## config.mk

```make
export PLATFORM = sky130hd
export DESIGN_NAME = ad_dac_rate_ctrl
export DESIGN_NICKNAME = d
export VERILOG_FILES = /design/src/rtl/ad_dac_rate_pkg.sv /design/src/rtl/ad_dac_trig_sync.sv /design/src/rtl/ad_dac_rate_ctrl.sv
export SDC_FILE = /design/constraint.sdc
export NUM_CORES = 1
export LEC_CHECK = 0
export BUFFER_PORTS_ARGS = -buffer_cell sky130_fd_sc_hd__buf_2
export CAP_MARGIN = 10
export CORE_MARGIN = 1
export CORE_UTILIZATION = 49
export DETAILED_ROUTE_END_ITERATION = 10
export PLACE_DENSITY = 0.73
export SLEW_MARGIN = 20
export SYNTH_ARGS = -nofsm -noshare
export SYNTH_HDL_FRONTEND = slang
export SYNTH_SLANG_ARGS = --single-unit
```

## constraint.sdc

```tcl
create_clock -name dac_clk -period 2.3 [get_ports dac_clk]
set_input_delay 0.115 -clock dac_clk [delete_from_list [all_inputs] [get_ports dac_clk]]
set_output_delay 0.115 -clock dac_clk [all_outputs]
set_load 0.02 [all_outputs]
```

## src/rtl/ad_dac_rate_pkg.sv

```systemverilog
// Shared types and state encoding for the DAC rate/valid controller.
package ad_dac_rate_pkg;

  localparam int unsigned STATE_W = 2;

  typedef enum logic [STATE_W-1:0] {
    ST_IDLE  = 2'b00,
    ST_ARMED = 2'b01,
    ST_RUN   = 2'b10
  } state_t;

endpackage

```

## src/rtl/ad_dac_trig_sync.sv

```systemverilog
// External trigger synchroniser (2 flops) with one history flop for edge detection.
module ad_dac_trig_sync #(
  parameter int unsigned TRIG_RISING = 1
) (
  input  logic clk,
  input  logic rst,
  input  logic trig,
  output logic trig_evt_c
);

  logic [2:0] sync_q;

  always_ff @(posedge clk or posedge rst) begin
    if (rst) begin
      sync_q <= '0;
    end else begin
      sync_q <= {sync_q[1:0], trig};
    end
  end

  // sync_q[1] is the first metastability-safe sample, sync_q[2] its previous value.
  assign trig_evt_c = (TRIG_RISING != 0) ? (sync_q[1] & ~sync_q[2])
                                         : (~sync_q[1] & sync_q[2]);

endmodule

```

## src/rtl/ad_dac_rate_ctrl.sv

```systemverilog
// DAC sample-rate divider with per-channel valids, sync chaining, external
// trigger arming and a saturating underflow counter.
module ad_dac_rate_ctrl
  import ad_dac_rate_pkg::*;
#(
  parameter int unsigned NUM_CHANNELS = 4,
  parameter int unsigned RATE_WIDTH   = 16,
  parameter int unsigned SYNC_MASTER  = 1,
  parameter int unsigned TRIG_RISING  = 1,
  parameter int unsigned UNF_WIDTH    = 32
) (
  input  logic                    dac_clk,
  input  logic                    dac_rst,
  input  logic                    dac_enable,
  input  logic [RATE_WIDTH-1:0]   dac_datarate,
  input  logic                    dac_sync_local,
  input  logic                    dac_sync_in,
  output logic                    dac_sync_out,
  input  logic                    dac_sync_arm,
  input  logic                    dac_ext_trig,
  input  logic [NUM_CHANNELS-1:0] dac_chan_mask,
  input  logic                    dac_dunf,
  input  logic                    dac_unf_clr,
  output logic                    dac_valid,
  output logic [NUM_CHANNELS-1:0] dac_valid_ch,
  output logic [UNF_WIDTH-1:0]    dac_unf_count,
  output logic [STATE_W-1:0]      dac_state
);

  state_t                state;
  logic [RATE_WIDTH-1:0] cnt;
  logic                  data_sync;
  logic                  sync_sel;
  logic                  trig_evt_c;

  assign sync_sel = (SYNC_MASTER != 0) ? dac_sync_local : dac_sync_in;

  ad_dac_trig_sync #(
    .TRIG_RISING (TRIG_RISING)
  ) u_trig_sync (
    .clk        (dac_clk),
    .rst        (dac_rst),
    .trig       (dac_ext_trig),
    .trig_evt_c (trig_evt_c)
  );

  // Run/armed/idle control; disable overrides everything.
  always_ff @(posedge dac_clk or posedge dac_rst) begin
    if (dac_rst) begin
      state <= ST_RUN;
    end else if (!dac_enable) begin
      state <= ST_IDLE;
    end else begin
      unique case (state)
        ST_IDLE:  state <= ST_RUN;
        ST_RUN:   if (dac_sync_arm) state <= ST_ARMED;
        ST_ARMED: if (trig_evt_c) state <= ST_RUN;
        default:  state <= ST_RUN;
      endcase
    end
  end

  // Rate divider: datarate is only sampled on reload, so changes land cleanly.
  always_ff @(posedge dac_clk or posedge dac_rst) begin
    if (dac_rst) begin
      cnt <= '0;
    end else begin
      unique case (state)
        ST_RUN: begin
          if (data_sync || (cnt == '0)) begin
            cnt <= dac_datarate;
          end else begin
            cnt <= cnt - RATE_WIDTH'(1);
          end
        end
        ST_ARMED: begin
          // Zero on trigger release so the first valid follows immediately.
          if (dac_enable && trig_evt_c) begin
            cnt <= '0;
          end else begin
            cnt <= dac_datarate;
          end
        end
        default: cnt <= dac_datarate;
      endcase
    end
  end

  // Sync retiming and valid generation.
  always_ff @(posedge dac_clk or posedge dac_rst) begin
    if (dac_rst) begin
      data_sync    <= 1'b0;
      dac_valid    <= 1'b0;
      dac_valid_ch <= '0;
    end else begin
      data_sync    <= sync_sel;
      dac_valid    <= (state == ST_RUN) && (cnt == '0);
      dac_valid_ch <= dac_valid ? dac_chan_mask : '0;
    end
  end

  // Underflow counter: clear wins, saturates at all-ones.
  always_ff @(posedge dac_clk or posedge dac_rst) begin
    if (dac_rst) begin
      dac_unf_count <= '0;
    end else if (dac_unf_clr) begin
      dac_unf_count <= '0;
    end else if (dac_valid && dac_dunf && (dac_unf_count != '1)) begin
      dac_unf_count <= dac_unf_count + UNF_WIDTH'(1);
    end
  end

  assign dac_sync_out = data_sync;
  assign dac_state    = state;

endmodule

```

Word-level counts from Yosys, hierarchy flattened
Index checks and enable logic that the tools add are counted.
{ "word_totals": {"reg_bits": 59, "latchBits": 0, "ram_bits": 0, "romBits": 0, "inputBits": 29, "output_inout_bits": 40, "word_cells": 34, "mem_count": 0} }
{ "classes": {"addsub": 2, "n_mul": 0, "n_div": 0, "order_cmp": 0, "eq_ne": 5, "n_shift": 0, "mux": 10, "n_bitwise": 2, "reduce_logical": 8} }
{ "op_table": {"columns": ["op", "n"], "rows": [
  ["$mux W32", 2],
  ["$add A32 B1 Y32 const B", 1],
  ["$mux W16", 2],
  ["$ne A32 B32 Y1 const B", 1],
  ["$pmux W16 S2", 1],
  ["$logic_not A16 Y1", 1],
  ["$sub A16 B1 Y16 const B", 1],
  ["$mux W2", 3],
  ["$ne A3 B3 Y1 const B", 2],
  ["$logic_and A1 B1 Y1", 4],
  ["$mux W4", 1],
  ["$pmux W2 S2", 1],
  ["$eq A2 B1 Y1 const B", 1],
  ["$eq A2 B2 Y1 const B", 1],
  ["$reduce_and A2 Y1", 1],
  ["$reduce_bool A2 Y1", 1],
  ["$and A1 B1 Y1", 1],
  ["$logic_or A1 B1 Y1", 1],
  ["$not A1 Y1", 1]
]} }

Depth between registers and ports, before layout
Gate-level depths: netlist of the first run.
{ "depth": {"word_depth": 5, "ltp_mapped": 8, "mapped_depth_nobuf": 6} }

Modules after synthesis
A second synthesis of the first run with hierarchy kept.
{ "hier_totals": {"hier_cells": 314, "area_unflattened_um2": 3140.5} }
{ "modules_own_cells": {"columns": ["module", "instances", "cells_each", "area_each_um2", "seq_area_each_um2"], "rows": [
  ["ad_dac_rate_ctrl", 1, 309, 3047.9, 1402.6],
  ["ad_dac_trig_sync", 1, 5, 92.6, 75.1]
]} }

Worst setup path after synthesis of the first run
No wires, ideal clock.
{ "synth_timing": {"kind": "reg-to-reg", "startpoint": "reg dac_unf_count[8]", "endpoint": "reg dac_unf_count[26]", "setup_ns": 0.128, "t_arrival_ns": 2.357, "required_time_ns": 2.172, "slack_ns": -0.184, "stages_incl_launch_ff": 7, "n_path_buf": 1, "period_less_slack_ns": 2.484, "cell_sequence": "dfrtp_1 -> clkbuf_2 -> nand4_2 -> or4_4 -> a2111o_1 -> nor4_1 -> mux2_1"} }
{ "synth_between": {"elab_chain_cells": 3, "elab_cells_between_ends": 6, "classes_between": "1 x add/sub; 1 x eq/ne; 2 x mux; 2 x reduce/logical"} }
{ "synth_rtl": {"columns": ["element", "line", "rtl"], "rows": [
  ["from (decl)", "ad_dac_rate_ctrl.sv:26", "output logic [UNF_WIDTH-1:0] dac_unf_count,"],
  ["from (signal assigned)", "ad_dac_rate_ctrl.sv:109", "dac_unf_count <= dac_unf_count + UNF_WIDTH'(1);"],
  ["$add A32 B1 Y32 / $ne A32 B32 Y1 (equally long branches)", "ad_dac_rate_ctrl.sv:109, ad_dac_rate_ctrl.sv:108", null],
  ["$mux W32 / $logic_and A1 B1 Y1 (equally long branches)", "ad_dac_rate_ctrl.sv:108", "end else if (dac_valid && dac_dunf && (dac_unf_count != '1)) begin"],
  ["$mux W32 / $reduce_bool A2 Y1 (equally long branches)", null, null]
]} }
Several ways; a longest one is shown, not always the timed one. The select of a mux whose other input is x is not followed.
A chain may end at the register's enable or synchronous reset.

Worst setup path in the final report of the first run
{ "layout_timing": {"startpoint": "reg dac_unf_count[6]", "endpoint": "reg dac_unf_count[28]"} }
The elaborated chain is that of the path after synthesis.

==> run_results.csv, run 1 <==
group,metric,value,unit
logic_synthesis,async_reset_ff_frac,1.00,
floorplanning,die_h,81.4,um
clock_network,cts-root-buf,"clkbuf_8",
sta,final-hold-violation-count,0,
grt,grt_max_degree,43,
grt,grt_pass1_wl,12.1,mm
worst_setup_path,critPathRequiredTime,2.57,ns
clock_network,clockBufferDepth,2,
logic_synthesis,synth_area,0.00309,mm^2
routing,drc,0,
clock_network,clk-insertion-delay-late,0.34,ns
finish,layout.nets,470,
power_and_ir_drop,p_leak,1.88,nW
outcome,outcome,"finished, final reports clean",
sta,slew_headroom,0.567,
finish,multi_input_area,0.00152,mm^2
logic_synthesis,yosysWarnings,0,
sta,post-route-min-period,2.26,ns
placement,placedInstanceArea,0.00376,mm^2
power_and_ir_drop,clkPwrFrac,0.420,
logic_synthesis,avgSynthCellArea,9.87,um^2
power_and_ir_drop,p_seq_frac,0.459,
flow_run,maxCapViolations,0,
finish,drive_gt1_frac,0.311,
finish,syn_to_final_growth,37.0,%
clock_network,clock_sinks,59,
routing,drt-total-wl,7.39,mm
power_and_ir_drop,power_density,585,mW/mm^2
sta,tightest_slew,0.649,ns
finish,n_antenna_cell,0,
finish,n_fill_cell,450,
routing,post_drt_wl_per_cell,14.3,um
logic_synthesis,synth_cell_types,49,
power_and_ir_drop,p_sw_frac,0.254,
finish,fin_area,0.00423,mm^2
logic_synthesis,ys_ff_latch,59,
finish,fin_cells,516,
sta,max_freq,443,MHz
placement,place_ws,0.0584,ns
placement,port-buffer-count,67,
worst_setup_path,slowest_delay,0.56,ns
floorplanning,row_count,28,
grt,antenna_found_initial,0,
worst_setup_path,path_cells,"nand4_1, or4_4, a2111o_1, or4_1, a21oi_2",
routing,drt-initial-drc-count,206,
power_and_ir_drop,power_frac_comb,0.121,
power_and_ir_drop,p_switching,0.629,mW
floorplanning,dieArea,0.00663,mm^2
sta,rsz0062_at_grt,"yes",
worst_setup_path,timing.critical_path.from_type,"flip-flop",
floorplanning,pin_count,69,
floorplanning,initial_core_util,0.516,
routing,first_pass_iters,4,
placement,place_congestion,0.894,
worst_setup_path,crit_type,"reg2reg",
logic_synthesis,synth_edf_count,0,
clock_network,cts_tree,"built",
logic_synthesis,syn_nets,347,
sta,setup_slack,0.0417,ns
routing,viasPerCell,5.65,
finish,utilization,0.706,
worst_setup_path,slowest_stage,"or4_1",
grt,grt_use_total,0.245,
sta,period_share,0.982,
power_and_ir_drop,vdd_drop_max,405,uV
routing,drtAntennaViolNets,0,
worst_setup_path,worst_ep_arrival_time,2.52,ns
clock_network,path_clk_slew,0.07,ns
logic_synthesis,synth_seq_area_share,0.478,
placement,dp.cells,476,
worst_hold_path,worstHoldStart,"dac_enable",
floorplanning,core-area,0.00599,mm^2
clock_network,cts_buffers,9,
grt,grt_pass1_vias,2822,
routing,vias,2913,
grt,gr-total-overflow,0,
floorplanning,die_w,81.4,um
worst_setup_path,crit_start,"dac_unf_count[6]$_DFFE_PP0P_",
logic_synthesis,synthFlopType,"dfrtp_1",
finish,final-seq-area,0.00148,mm^2
worst_setup_path,cp_max_fo,7,
clock_network,cts_max_level,3,
placement,dpl.hpwl,5.03,mm
logic_synthesis,syn-instance-count,313,
worst_setup_path,timing.rr.start,"dac_unf_count[6]$_DFFE_PP0P_",
sta,setup_viol,0,
sta,fin_worst_skew,0.00822,ns
worst_hold_path,hold_path.class,"in2reg",
power_and_ir_drop,internal-power,1.84,mW
sta,slew_viol_final,0,
worst_setup_path,cp-end-kind,"flip-flop",
==> cell families (layout without fill, tap and decap cells) <==
family | count (synthesis) | count (layout) | synth area share
fa+ha+maj | 5 | 5 | 0.0203
xor+xnor | 20 | 20 | 0.0567
simple gates | 124 | 124 | 0.235
mux | 2 | 2 | 0.00729
compound gates | 76 | 76 | 0.168
flops | 59 | 59 | 0.478
buf+inv | 27 | 155 | 0.0344
==> path summary, 6_finish.rpt <==
check / to / slack, ns / depth (start not counted)
setup / recovery: dac_unf_count[28]$_DFFE_PP0P_ / 0.04 / 5
hold reg to reg: u_trig_sync.sync_q[1]$_DFF_PP0_ / 0.36 / 0
min in group asynchronous: dac_valid_ch[3]$_DFF_PP0_ / 0.34 / 3
hold / removal: dac_state[1]$_DFFE_PP1P_ / 0.02 / 2
setup reg to reg: dac_unf_count[28]$_DFFE_PP0P_ / 0.04 / 5
max in group asynchronous: dac_unf_count[8]$_DFFE_PP0P_ / 1.38 / 4
==> state kept, by name (all words and copies together), names as in the netlist <==
signal and flops:
dac_state 2, dac_valid_ch 4, dac_valid 1, dac_sync_out 1, dac_unf_count 32, cnt 16
u_trig_sync.sync_q 3
==> power by group through the flow <==
| stage | sequential (mW) | clock (mW) | combinational [mW] |
|---|---|---|---|
| after floorplan | 1.15 | 0 | 0.176 |
| after global placement | 1.15 | 0 | 0.262 |
| after detailed placement | 1.15 | 0 | 0.266 |
| after CTS | 1.13 | 1.06 | 0.297 |
| after global routing | 1.14 | 1.11 | 0.332 |
| final | 1.14 | 1.04 | 0.298 |
==> synth_stat cells, types with 2 or more instances <==
| master | instances | share of area |
|---|---|---|
| a21oi_1 | 22 | 0.036 |
| and2_1 | 9 | 0.018 |
| and3_1 | 3 | 0.0061 |
| and4_1 | 5 | 0.014 |
| buf_2 | 3 | 0.0049 |
| clkbuf_1 | 7 | 0.0085 |
| dfrtp_1 | 58 | 0.47 |
| ha_1 | 5 | 0.020 |
| inv_1 | 16 | 0.019 |
| nand2_1 | 17 | 0.021 |
| nand3_1 | 10 | 0.016 |
| nand3b_1 | 2 | 0.0049 |
| nand4_1 | 10 | 0.020 |
| nor2_1 | 17 | 0.021 |
| nor2b_1 | 5 | 0.010 |
| nor3_1 | 8 | 0.013 |
| nor4_1 | 6 | 0.012 |
| o2111ai_1 | 4 | 0.011 |
| o21ai_0 | 14 | 0.023 |
| o2bb2ai_1 | 16 | 0.045 |
| o31ai_1 | 9 | 0.022 |
| or3_1 | 11 | 0.022 |
| or4_1 | 12 | 0.029 |
| xnor2_1 | 11 | 0.031 |
| xor2_1 | 9 | 0.026 |
==> metrics by stage <==
step	hold WS [ns]	total power, mW	TNS [ns]
finish	0.0164	2.47	0
detailed placement	0.129	1.42	0
CTS	0.00386	2.49	0
global placement	0.120	1.41	0
global route	0.00752	2.59	-0.0633
floorplan	0.146	1.32	0
==> layout make-up <==
type | instances | share of cell area
tap | 75 | 0.0222
inverter | 16 | 0.0142
timing repair buffer | 123 | 0.202
sequential | 59 | 0.351
clock inverter | 7 | 0.0219
multi-input combinational | 227 | 0.360
clock buffer | 9 | 0.0293
==> worst max-delay path, delay by kind of cell (launching register included) <==
kind	cells	cell delay [ns]
AOI/OAI and AO/OA	2	0.56
DFF	1	0.40
and+or+nand+nor	3	1.23
==> layout by cell type, fill, tap and decap left out, types with 11 or more instances in the layout <==
cell type      Yosys  routed
a21oi_1           22      20
buf_2              3      67
buf_4              0      29
dfrtp_1           58      53
dlygate4sd3_1      0      23
inv_1             16      15
nand2_1           17      17
nor2_1            17      17
o21ai_0           14      14
o2bb2ai_1         16      16
or3_1             11      11
or4_1             12      11
xnor2_1           11      11
==> routing by layer <==
| metal | track usage | wire, um | up-vias |
|---|---|---|---|
| li1 | - | - | 1424 |
| met1 | 0.262 | 2960 | 1381 |
| met2 | 0.448 | 3880 | 90 |
| met3 | 0.0551 | 372 | 18 |
| met4 | 0.123 | 179 | 0 |
| met5 | 0 | 0 | - |
==> repair_timing <==
item | in CTS | in global routing
resized for setup | 0 | 4
hold buffers | 23 | 0
endpoints found under the hold margin | 38 | 0
buffers inserted | 0 | 1
endpoints found under the setup margin | 0 | 18
Power figures use the tool's default switching activity.
==> run 2: changes to the inputs <==
PLACE_DENSITY = 0.76   (was 0.73)
==> run 2 against run 1 <==
Effect of this change:
- cell area is 0.50% lower
- via count is 0.65% lower
- total power decreased by 7.8%
- die area is the same
- largest power group unchanged
- cell count rose by 0.39%
- global-route usage grew 0.22 points
- non-clock buffer count up 2
==> run_results.csv, run 2 (synthesized netlist as in run 1, its figures left out) <==
group,metric,value,unit
clock_network,cts_buffers,9,
power_and_ir_drop,vdd_drop_max,402,uV
floorplanning,initial_core_util,0.516,
sta,final-hold-violation-count,0,
placement,place_congestion,0.867,
floorplanning,die_h,81.4,um
sta,max_freq,438,MHz
clock_network,cts-root-buf,"clkbuf_8",
clock_network,cts_tree,"built",
sta,tightest_slew,0.675,ns
flow_run,maxCapViolations,0,
sta,fin_worst_skew,0.0116,ns
power_and_ir_drop,totalPowerFinal,2.28,mW
clock_network,cts_setup_buffers,0,
placement,place_ws,0.0638,ns
finish,final_common_cell,"buf_2",
worst_setup_path,timing.rr.start,"dac_unf_count[8]$_DFFE_PP0P_",
finish,drive_gt1_frac,0.305,
clock_network,clk-insertion-delay-late,0.34,ns
routing,drtAntennaViolNets,0,
worst_setup_path,cp-end-kind,"flip-flop",
power_and_ir_drop,p_leak,1.88,nW
grt,grt_pass1_wl,12.5,mm
routing,drt-initial-drc-count,137,
sta,period_share,0.992,
floorplanning,dieArea,0.00663,mm^2
finish,n_antenna_cell,0,
grt,grt_max_degree,60,
worst_setup_path,worst_ep_arrival_time,2.53,ns
placement,port-buffer-count,67,
grt,grt_pass1_vias,2904,
worst_setup_path,cp_max_fo,7,
routing,dr_wl_met3,193,um
routing,drc,0,
routing,viasPerCell,5.59,
routing,post_drt_wl_per_cell,14.5,um
finish,top_regs,"dac_unf_count x32, cnt x16, dac_valid_ch x4",
sta,rsz0062_at_grt,"yes",
worst_hold_path,hold_path.class,"in2reg",
clock_network,clock_sinks,59,
routing,routed.top_layer,"met4",
routing,vias,2894,
grt,antenna_found_initial,0,
floorplanning,die_w,81.4,um
power_and_ir_drop,power_density,542,mW/mm^2
sta,slew_viol_final,0,
worst_setup_path,crit_start,"dac_unf_count[8]$_DFFE_PP0P_",
floorplanning,core-area,0.00599,mm^2
worst_setup_path,timing.critical_path.from_type,"flip-flop",
routing,drt-total-wl,7.52,mm
sta,post-route-min-period,2.28,ns
clock_network,path_clk_slew,0.07,ns
clock_network,cts_max_level,3,
grt,grt_use_total,0.247,
routing,m1WireLength,3.26,mm
routing,first_pass_iters,4,
sta,setup_slack,0.0173,ns
routing,wl_met2,3.95,mm
finish,layout.nets,472,
placement,dpl.hpwl,5.01,mm
finish,top_register,"dac_unf_count",
floorplanning,row_count,28,
worst_hold_path,worstHoldStart,"dac_sync_arm",
finish,syn_to_final_growth,36.3,%
clock_network,clockBufferDepth,2,
finish,n_fill_cell,463,
worst_setup_path,critPathRequiredTime,2.55,ns
sta,slew_headroom,0.550,
grt,gr-total-overflow,0,
finish,final_cell_mix,"buf_2 (67), dfrtp_1 (53), buf_4 (31), dlygate4sd3_1 (24), a21oi_1 (20)",
finish,largest_reg_flops,32,
sta,setup_viol,0,
worst_setup_path,crit_type,"reg2reg",
outcome,outcome,"finished, final reports clean",
floorplanning,pin_count,69,
## run 2: changes by cell type in the layout (fill, tap and decap cells not counted), sizes merged
cell	delta
buf	+1
bufinv	-2
clkbuf	+5
clkinvlp	-3
dlygate4sd3	+1
## run 2: power by group
| part | leakage [nW] | internal [mW] | switching (mW) | total (mW) |
|---|---|---|---|---|
| sequential | 0.777 | 1.09 | 0.0472 | 1.13 |
| clock | 0.0905 | 0.448 | 0.395 | 0.843 |
| combinational | 1.01 | 0.153 | 0.149 | 0.303 |
| total | 1.88 | 1.69 | 0.592 | 2.28 |
## run 2: per-layer routing
layer,vias to the layer above,GRT usage
met5,-,0
li1,1421,-
met4,0,0.113
met1,1404,0.290
met3,12,0.0506
met2,57,0.431
## run 2: path summary, 6_finish.rpt
path,to,slack [ns],depth (start not counted)
setup / recovery,dac_unf_count[30]$_DFFE_PP0P_,0.02,5
hold / removal,dac_state[0]$_DFFE_PP0P_,0.04,3
setup reg to reg,dac_unf_count[30]$_DFFE_PP0P_,0.02,5
hold reg to reg,u_trig_sync.sync_q[1]$_DFF_PP0_,0.35,0
max in group asynchronous,dac_state[1]$_DFFE_PP1P_,1.64,4
min in group asynchronous,dac_unf_count[4]$_DFFE_PP0P_,0.36,4
## run 2: stage by stage
step                       util  hold WS (ns)  setup TNS, ns  cell area [um^2]  instances
final                     0.703        0.0438              0              4210        518
after global placement    0.631         0.197              0              3780        478
after detailed placement  0.631         0.200              0              3780        478
after floorplan               -         0.146              0              3110        313
after CTS                 0.699        0.0321              0              4190        518
after global routing      0.703        0.0411        -0.0979              4210        518
## run 2: repair_timing
action,4_1_cts,5_1_grt
hold endpoints to repair,81,0
setup endpoints to repair,0,6
resized for setup,0,4
hold buffers,24,0
## run 2: worst max-delay path, stage by stage (launching register included)
cell and delay (ns):
dfrtp_2 0.40, nand4_4 0.12, or4_4 0.54, a2111o_1 0.42, or4_1 0.56, a21oi_2 0.15
## run 2: layout make-up
type                    instances  area [um^2]  share of cell area
well taps                      75         93.8              0.0223
flip-flops and latches         59         1480               0.352
clock inverters                 2         10.0             0.00238
multi-input cells             227         1530               0.364
repair buffers                125          868               0.206
inverters                      16         60.1              0.0143
clock buffers                  14          163              0.0386
==> run 3: changes to the inputs <==
==> constraint.sdc (replaced) <==
create_clock -name dac_clk -period 2.3 [get_ports dac_clk]
set_input_delay 0.46 -clock dac_clk [delete_from_list [all_inputs] [get_ports dac_clk]]
set_output_delay 0.46 -clock dac_clk [all_outputs]
set_load 0.02 [all_outputs]
==> run 3 against run 2 <==
Effect of this change:
- via count shrank 1.1%
- fmax grew 0.48%
- clock skew grew 0.00094 ns
- critical path type unchanged
- largest cell class unchanged
- largest power group unchanged
- highest routed layer unchanged
==> run_results.csv, run 3 (synthesized netlist as in run 1, its figures left out) <==
group,metric,value,unit
clock_network,cts_max_level,3,
finish,top_register,"dac_unf_count",
finish,final_cell_mix,"buf_2 (67), dfrtp_1 (53), buf_4 (32), a21oi_1 (21)",
outcome,outcome,"finished, final reports clean",
power_and_ir_drop,vdd_drop_max,377,uV
sta,final-hold-violation-count,0,
routing,drtAntennaViolNets,0,
clock_network,path_clk_slew,0.07,ns
sta,tightest_slew,0.676,ns
clock_network,clk-insertion-delay-late,0.35,ns
sta,fin_worst_skew,0.0126,ns
sta,slew_viol_final,0,
floorplanning,initial_core_util,0.516,
routing,drc,0,
finish,final_common_cell,"buf_2",
flow_run,maxCapViolations,0,
routing,first_pass_iters,4,
grt,grt_pass1_wl,12.5,mm
floorplanning,pin_count,69,
grt,grt_pass1_vias,2832,
sta,rsz0062_at_grt,"yes",
worst_setup_path,crit_type,"reg2reg",
sta,hold_slack,0.0785,ns
sta,period_share,0.988,
floorplanning,die_h,81.4,um
finish,largest_reg_flops,32,
floorplanning,die_w,81.4,um
routing,post_drt_wl_per_cell,15.2,um
worst_setup_path,crit_start,"dac_unf_count[10]$_DFFE_PP0P_",
floorplanning,dieArea,0.00663,mm^2
worst_setup_path,timing.critical_path.from_type,"flip-flop",
finish,n_antenna_cell,0,
placement,dp.cells,477,
sta,setup_tns,0,ns
grt,grt_use_total,0.251,
worst_setup_path,critPathRequiredTime,2.57,ns
worst_setup_path,cp_max_fo,7,
placement,port-buffer-count,67,
power_and_ir_drop,power_density,588,mW/mm^2
sta,post-route-min-period,2.27,ns
grt,gr-total-overflow,0,
power_and_ir_drop,totalPowerFinal,2.34,mW
floorplanning,core-area,0.00599,mm^2
worst_setup_path,worst_ep_arrival_time,2.54,ns
finish,syn_to_final_growth,29.0,%
sta,slew_headroom,0.549,
finish,fin_cells,494,
clock_network,cts-root-buf,"clkbuf_8",
worst_setup_path,timing.rr.start,"dac_unf_count[10]$_DFFE_PP0P_",
grt,grt_max_degree,36,
routing,viasPerCell,5.80,
clock_network,cts_buffers,9,
finish,layout.nets,448,
clock_network,cts_tree,"built",
routing,drt-total-wl,7.51,mm
finish,top_regs,"dac_unf_count x32, cnt x16, dac_valid_ch x4",
power_and_ir_drop,p_leak,1.78,nW
placement,dpl.hpwl,5.29,mm
worst_setup_path,r2r_slack,0.03,ns
clock_network,cts_hold_buf,0,
worst_setup_path,cp-end-kind,"flip-flop",
sta,setup_viol,0,
routing,drt-initial-drc-count,197,
sta,max_freq,440,MHz
worst_setup_path,rr_endpoint,"dac_unf_count[28]$_DFFE_PP0P_",
finish,drive_gt1_frac,0.329,
routing,vias,2863,
worst_setup_path,worstRegToRegCells,5,
finish,fin_area,0.00399,mm^2
worst_hold_path,hold_path.class,"in2async",
floorplanning,row_count,28,
placement,place_congestion,0.856,
clock_network,clock_sinks,59,
clock_network,clockBufferDepth,2,
placement,placedInstanceArea,0.00376,mm^2
grt,antenna_found_initial,0,
finish,n_fill_cell,511,
## run 3: critical path: stages, from the launching register on
cell      delay [ns]
dfrtp_1         0.39
nand4_4         0.11
or4_4           0.55
a2111o_1        0.43
or4_1           0.56
a21oi_1         0.16
## run 3: cell type report
class	count	area (um^2)	area share
multi-input combinational	227	1540	0.386
sequential	59	1480	0.372
timing repair buffer	101	616	0.154
clock buffer	11	141	0.0355
tap	75	93.8	0.0235
inverter	16	60.1	0.0151
clock inverter	5	52.6	0.0132
## run 3: per-stage QoR
stage / worst slack [ns] / util
floorplan: 0.0195 / -
global placement: 0.114 / 0.627
detailed placement: 0.0815 / 0.627
CTS: 0.0117 / 0.660
global route: -0.0509 / 0.665
finish: 0.0283 / 0.665
## run 3: repair_timing
| action | CTS | global route |
|---|---|---|
| gates resized for setup | 0 | 5 |
| setup endpoints to repair | 0 | 9 |
| buffers inserted | 0 | 1 |
## run 3: power breakdown
group	leakage [nW]	switching, mW	internal [mW]	total, mW
Combinational	0.908	0.144	0.125	0.269
Sequential	0.777	0.0500	1.09	1.14
Clock	0.0991	0.414	0.524	0.938
## run 3: routing by layer
metal | part of all wire | global-route usage | vias to the layer above
met3 | 0.034 | 0.0393 | 21
met5 | 0 | 0 | -
li1 | - | - | 1364
met4 | 0.030 | 0.134 | 0
met2 | 0.51 | 0.435 | 70
met1 | 0.42 | 0.297 | 1408
## run 3: worst max path at each step
stage / endpoint / slack (ns) / cells after the start
global route: dac_unf_count[28]$_DFFE_PP0P_ / -0.05 / 5
global placement: dac_unf_count[26]$_DFFE_PP0P_ / 0.11 / 5
CTS: dac_unf_count[28]$_DFFE_PP0P_ / 0.01 / 5
finish: dac_unf_count[28]$_DFFE_PP0P_ / 0.03 / 5
floorplan: dac_unf_count[22]$_DFFE_PP0P_ / 0.02 / 7
detailed placement: dac_unf_count[26]$_DFFE_PP0P_ / 0.08 / 5
